File: src/rtl/fetch_unit.sv
// fetch_unit: program counter, imem req/ack fetch and issue queue for decode.
// Macro FETCH_PREFETCH_EN selects a 2-entry prefetch queue; undefined gives one holding register.
module fetch_unit #(
    parameter int ADDR_W = 16,
    parameter int INSTR_W = 32,
    parameter int OFF_W = 16,
    parameter logic [ADDR_W-1:0] RESET_PC = '0
) (
    input  logic               CLK,
    input  logic               RESET,
    output logic               imem_req,
    output logic [ADDR_W-1:0]  imem_addr,
    input  logic               imem_ack,
    input  logic [INSTR_W-1:0] imem_rdata,
    output logic               instr_valid,
    input  logic               instr_ready,
    output logic [INSTR_W-1:0] instr,
    output logic [4:0]         opcode,
    output logic [ADDR_W-1:0]  pc_out,
    input  logic               pcSrc,
    input  logic               C_offset,
    input  logic [OFF_W-1:0]   branch_off,
    input  logic [ADDR_W-1:0]  branch_reg
);

`ifdef FETCH_PREFETCH_EN
    localparam logic [1:0] DEPTH = 2'd2;
`else
    localparam logic [1:0] DEPTH = 2'd1;
`endif

    logic [ADDR_W-1:0]  fetch_pc;
    logic               req_q;
    logic               drop_q;
    logic [1:0]         count;
    logic               req_nxt;
    logic               drop_nxt;
    logic [1:0]         count_nxt;
    logic               pop;
    logic               redirect;
    logic               push;
    logic               slot_head;
    logic [ADDR_W-1:0]  target;
    logic [INSTR_W-1:0] head_word;
    logic [ADDR_W-1:0]  head_addr;
`ifdef FETCH_PREFETCH_EN
    logic [INSTR_W-1:0] tail_word;
    logic [ADDR_W-1:0]  tail_addr;
`endif

    assign instr_valid = (count != 2'd0);
    assign pop         = instr_valid & instr_ready;
    assign redirect    = pop & pcSrc;
    // An acked word is only kept when it answers a live request and no branch
    // is flushing the queue in the same cycle.
    assign push        = imem_ack & req_q & ~redirect;
    // A pushed word lands at the head when the queue is (or becomes) empty.
    assign slot_head   = (count == 2'd0) || ((count == 2'd1) && pop);

    assign target = C_offset ? branch_reg
                  : pc_out + ADDR_W'(1) + ADDR_W'($signed(branch_off));

    assign imem_req  = req_q;
    assign imem_addr = fetch_pc;
    assign instr     = head_word;
    assign opcode    = head_word[INSTR_W-1 -: 5];
    assign pc_out    = head_addr;

    // Next occupancy, request and drop state.
    always_comb begin
        count_nxt = count;
        drop_nxt  = drop_q;
        req_nxt   = req_q;
        if (redirect)
            count_nxt = 2'd0;
        else if (push && !pop)
            count_nxt = count + 2'd1;
        else if (pop && !push)
            count_nxt = count - 2'd1;
        if (redirect)
            drop_nxt = (req_q | drop_q) & ~imem_ack;
        else if (imem_ack)
            drop_nxt = 1'b0;
        // The request is re-evaluated only in a cycle with nothing in flight.
        if (req_q)
            req_nxt = ~imem_ack & ~redirect;
        else if (drop_q)
            req_nxt = 1'b0;
        else
            req_nxt = (count_nxt < DEPTH);
    end

    // Fetch PC, handshake and occupancy registers.
    always_ff @(posedge CLK or posedge RESET) begin
        if (RESET) begin
            fetch_pc <= RESET_PC;
            req_q    <= 1'b0;
            drop_q   <= 1'b0;
            count    <= 2'd0;
        end else begin
            req_q  <= req_nxt;
            drop_q <= drop_nxt;
            count  <= count_nxt;
            if (redirect)
                fetch_pc <= target;
            else if (push)
                fetch_pc <= fetch_pc + ADDR_W'(1);
        end
    end

    // Queue storage: head entry shifts from the tail on pop.
    always_ff @(posedge CLK or posedge RESET) begin
        if (RESET) begin
            head_word <= '0;
            head_addr <= '0;
`ifdef FETCH_PREFETCH_EN
            tail_word <= '0;
            tail_addr <= '0;
`endif
        end else begin
`ifdef FETCH_PREFETCH_EN
            if (pop) begin
                head_word <= tail_word;
                head_addr <= tail_addr;
            end
            if (push && !slot_head) begin
                tail_word <= imem_rdata;
                tail_addr <= imem_addr;
            end
`endif
            if (push && slot_head) begin
                head_word <= imem_rdata;
                head_addr <= imem_addr;
            end
        end
    end

endmodule

File: config.mk
export PLATFORM = sky130hd
export DESIGN_NAME = fetch_unit
export DESIGN_NICKNAME = d
export VERILOG_FILES = /design/src/rtl/fetch_unit.sv
export SDC_FILE = /design/constraint.sdc
export NUM_CORES = 1
export LEC_CHECK = 0
export BUFFER_PORTS_ARGS = -buffer_cell sky130_fd_sc_hd__buf_2
export CAP_MARGIN = 10
export CORE_ASPECT_RATIO = 1.2
export CORE_MARGIN = 8
export CORE_UTILIZATION = 54
export DETAILED_ROUTE_END_ITERATION = 8
export PLACE_DENSITY = 0.86
export SETUP_SLACK_MARGIN = 0.05
export SLEW_MARGIN = 20
export SYNTH_ARGS = -nofsm -noshare
export SYNTH_HDL_FRONTEND = slang
export SYNTH_SLANG_ARGS = --single-unit
File: constraint.sdc
create_clock -name CLK -period 7.2 [get_ports CLK]
set_clock_uncertainty 0.05 [all_clocks]
set_input_delay 1.8 -clock CLK [delete_from_list [all_inputs] [get_ports CLK]]
set_output_delay 1.8 -clock CLK [all_outputs]
set_load 0.05 [all_outputs]
# After elaboration in Yosys (flattened, before gate mapping)
# Index checks and enable logic that the tools add are counted.
# classes
add_sub_neg	5
bitwise_logic	9
muxes	10
order_cmp	1
n_eq_ne	1
n_reduce_logical	11
# ops
cell	n
2-to-1 mux 16 bit	3
adder 16 x 1 -> 16 bit, second input constant	2
adder 16 bit	1
AND 1 bit	6
2-to-1 mux 2 bit	3
nonzero test 2 bit	3
logical AND 1 bit	4
2-to-1 mux 1 bit	4
adder 2 x 1 -> 2 bit, second input constant	1
== test 2 x 1 -> 1 bit, second input constant	1
logical NOT 1 bit	2
logical NOT 2 bit	1
< comparator 2 x 1 -> 1 bit, second input constant	1
inverter 1 bit	2
subtractor 2 x 1 -> 2 bit, second input constant	1
logical OR 1 bit	1
bitwise OR 1 bit	1
# word_totals
inputBits	70
ff_bits	68
out_inout_bits	71
word_cells	43

# Longest topological paths before layout
# logic_depth
depth_word	13
mapped_depth	10

# Worst setup path after synthesis
# Ideal clock, no wire load.
# synth_path
path_kind	in2reg
start	in branch_off[0]
end	reg fetch_pc[14], in the netlist imem_addr[14]
path_buffers	0
path_stages	10
path_slack_ns	3.190
t_arrival_ns	3.829
path_cell_list	inv_1 ha_1 inv_1 fa_1 a21o_4 a221oi_4 o211ai_2 a2111oi_2 a211oi_1 or3_1
# synth_via
elab_chain_cells	3
# synth_rtl
item	line	source
start, declared	22	input logic [OFF_W-1:0] branch_off,
adder 16 bit	61	: pc_out + ADDR_W'(1) + ADDR_W'($signed(branch_off));
2-to-1 mux 16 bit	60	assign target = C_offset ? branch_reg
2-to-1 mux 16 bit	104	if (redirect)
end signal, assigned	105	fetch_pc <= target;
end signal, assigned	107	fetch_pc <= fetch_pc + ADDR_W'(1);
end, declared	32	logic [ADDR_W-1:0] fetch_pc;
# No other way between the ends.
# A chain may end at the register's enable or synchronous reset.

# Worst setup path after layout
# Ends and elaborated chain as after synthesis.

==> impl_metrics.tcl <==
set metrics [dict create \
    hold_viol_final 0 \
    die_area_mm2 0.0101 \
    ant_nets 0 \
    synth_mux_area_frac 0.154 \
    synth-simple-area-share 0.118 \
    yosys.area_share.xor_xnor 0.0545 \
    track_usage 0.203 \
    setup_viol 0 \
    fin_crit_ns 3.95 \
    routed_via_density 5.57 \
    io-pin-count 141 \
    drt-pass1-iter-count 4 \
    grt_first_pass_wirelength_um 16500 \
    wl_um 10200 \
    whs_ns 0.422 \
    dp_hpwl_um 7730 \
    reg2reg_to "imem_addr[14]$_DFFE_PP0P_" \
    synth.most_common_cell "dfrtp_1" \
    htree_num_levels 3 \
    drc 0 \
    chipHeight_um 109 \
    syn-mean-instance-area_um2 10.8 \
    layout-drive-gt1-share 0.443 \
    nFillCells 545 \
    overflow 0 \
    status "finished, final reports clean" \
    wire_per_inst_um 17.6 \
    min_to "imem_req$_DFF_PP0_" \
    worstSetupStartpointType "input port" \
    synth_commonest_cells "dfrtp_1, mux2_2, nand2_1" \
    synth_top_area_frac 0.441 \
    max_slew.worst_pin.slew_ns 0.904 \
    crit_type "input port to flop" \
    clkTransAtPathRegs_ns 0.08 \
    crit_top_cell "inv_1" \
    crit_chain "buf_2 > inv_1 > ha_1 > inv_1 > fa_1 > a21o_4 > a221oi_4 > o211ai_2 > a2111oi_2 > a211oi_1 > or3_1" \
    hp-start "drop_q$_DFFE_PP0N_" \
    synthToLayoutAreaGrowth_pct 24.2 \
    min_path_cells 1 \
    syn_inst 357 \
    grt_max_degree 69 \
    cp_slowest_cell "fa_1" \
    holdBufCountCts 0 \
    r2r_start "pc_out[0]$_DFFE_PP0P_" \
    antenna_found_initial 0 \
    clk_latency_ns 0.34 \
    numPortBuffers 140 \
    cts_sinks 68 \
    hp-class "flop to flop" \
    synth_adder_area_share 0.0636 \
    required_ns 7.37 \
    synth_area_leaders "dfrtp_1, mux2_2, ha_1, xnor2_1, xor2_1" \
    core_mm2 0.00690 \
    post_cts_resized 0 \
    drt-initial-drc-count 178 \
    drv_slew 0 \
    post-cts-setup-buffer-count 0 \
    clock_path_buffers 2 \
    grt_pass1_vias 3342 \
    max_freq_mhz 253 \
    rows 33 \
    syn-cell-area_mm2 0.00386 \
    async_flop_share 1.00 \
    critical_path_arrival_ns 4.11 \
    vias 3235 \
    synth-compound-area-share 0.133 \
    synth_top_family_by_area "multiplexers" \
    n_antenna_cell 0 \
    reg2reg_slack_ns 4.39 \
    cts_tree "built" \
    yosysWarnings 0 \
    syn_nets 446 \
    rsz0062_at_grt "false" \
    cts_buffers 9 \
    cp_slowest_stage_delay_ns 0.42 \
    gp_congestion 0.864 \
    yosysSeqAreaShare 0.441 \
    crit_path_max_fanout 5 \
    cap_violations 0 \
    synth_area_leader_cell "dfrtp_1" \
    post-route-period-util 0.548 \
    die_w_um 93.2 \
    clockRootBuffer "clkbuf_8" \
    ys_ff_latch 68 \
    r2r_cells 10 \
    ys.flop_type "dfrtp_1" \
    maxSlewHeadroom 0.396 \
    critPathCaptureType "flop" \
    yosys.cell_types.count 50 \
    initial_core_util 0.560 \
    fin_setup_tns_ns 0 \
    synth-edff-count 0 \
    finalNetCount 578 \
]
## cell families (layout without fill, tap and decap cells)
group           Yosys count  after routing
compound gates           72             72
xor+xnor                 24             24
fa+ha+maj                19             19
buf+inv                  31            168
flops                    68             68
mux                      53             53
simple gates             90             90
## routing by layer
metal	part of all wire	global-route usage	wire length [um]
met3	0.068	0.0423	694
met4	0.016	0.0854	166
met2	0.54	0.359	5540
met1	0.37	0.233	3800
met5	0	0	0
## layout make-up
class	count	area [um2]	area share
Timing Repair Buffer	142	716	0.149
Sequential cell	68	1700	0.355
Inverter	10	37.5	0.00783
Tap cell	87	109	0.0227
Multi-Input combinational cell	258	2030	0.423
Clock buffer	9	124	0.0259
Clock inverter	7	75.1	0.0157
## metrics by stage
stage / std cells / utilization / setup WS, ns / instance area (um2)
detailed placement: 565 / 0.666 / 2.91 / 4590
global placement: 565 / 0.666 / 2.95 / 4590
floorplan: 357 / - / 3.19 / 3860
CTS: 581 / 0.695 / 3.26 / 4790
global route: 581 / 0.695 / 3.14 / 4790
finish: 581 / 0.695 / 3.25 / 4790
## cell usage in the layout (no fill, tap or decap), types with 3 or more instances in the layout
cell type   count
nand3_1         8
inv_1           9
a21oi_1        19
nand2_1        22
a211oi_1        7
ha_1           18
or3_1           5
mux2i_1         3
and2_1          3
dfrtp_1        68
clkinvlp_4      3
xor2_1         12
o21ai_0         9
nor3_1          7
nand2b_1        3
mux2_2         50
and4_1          4
a21o_1          7
buf_2         140
nand4_1         3
and3_1          8
nor2_1         21
nor2b_1         3
xnor2_1        12
clkbuf_8        9
a31oi_1         6
## registers in the layout (all words and copies together) (netlist names)
register,flops
imem_addr,16
pc_out,16
drop_q,1
instr,32
count,2
imem_req,1
## worst max-delay path, delay by kind of cell
| family | cells | cell delay [ns] |
|---|---|---|
| adder cells (fa/ha/maj) | 2 | 0.57 |
| AO/OA/AOI/OAI | 5 | 1.23 |
| AND/OR/NAND/NOR | 1 | 0.31 |
| buffers and inverters | 3 | 0.20 |
## worst max path at each step
stage                        startpoint                   endpoint  slack (ns)  cells past startpoint
after CTS                 branch_off[0]  imem_addr[14]$_DFFE_PP0P_        3.26                     11
after global placement    branch_off[0]  imem_addr[14]$_DFFE_PP0P_        2.95                     11
after detailed placement  branch_off[0]  imem_addr[14]$_DFFE_PP0P_        2.91                     11
final                     branch_off[0]  imem_addr[14]$_DFFE_PP0P_        3.25                     11
after floorplan           branch_off[0]  imem_addr[14]$_DFFE_PP0P_        3.19                     10
after global routing      branch_off[0]  imem_addr[14]$_DFFE_PP0P_        3.14                     11
Power is left out: the tool's default activity adds up to more than one toggle a clock period on the data nets, which glitch-free logic cannot reach.
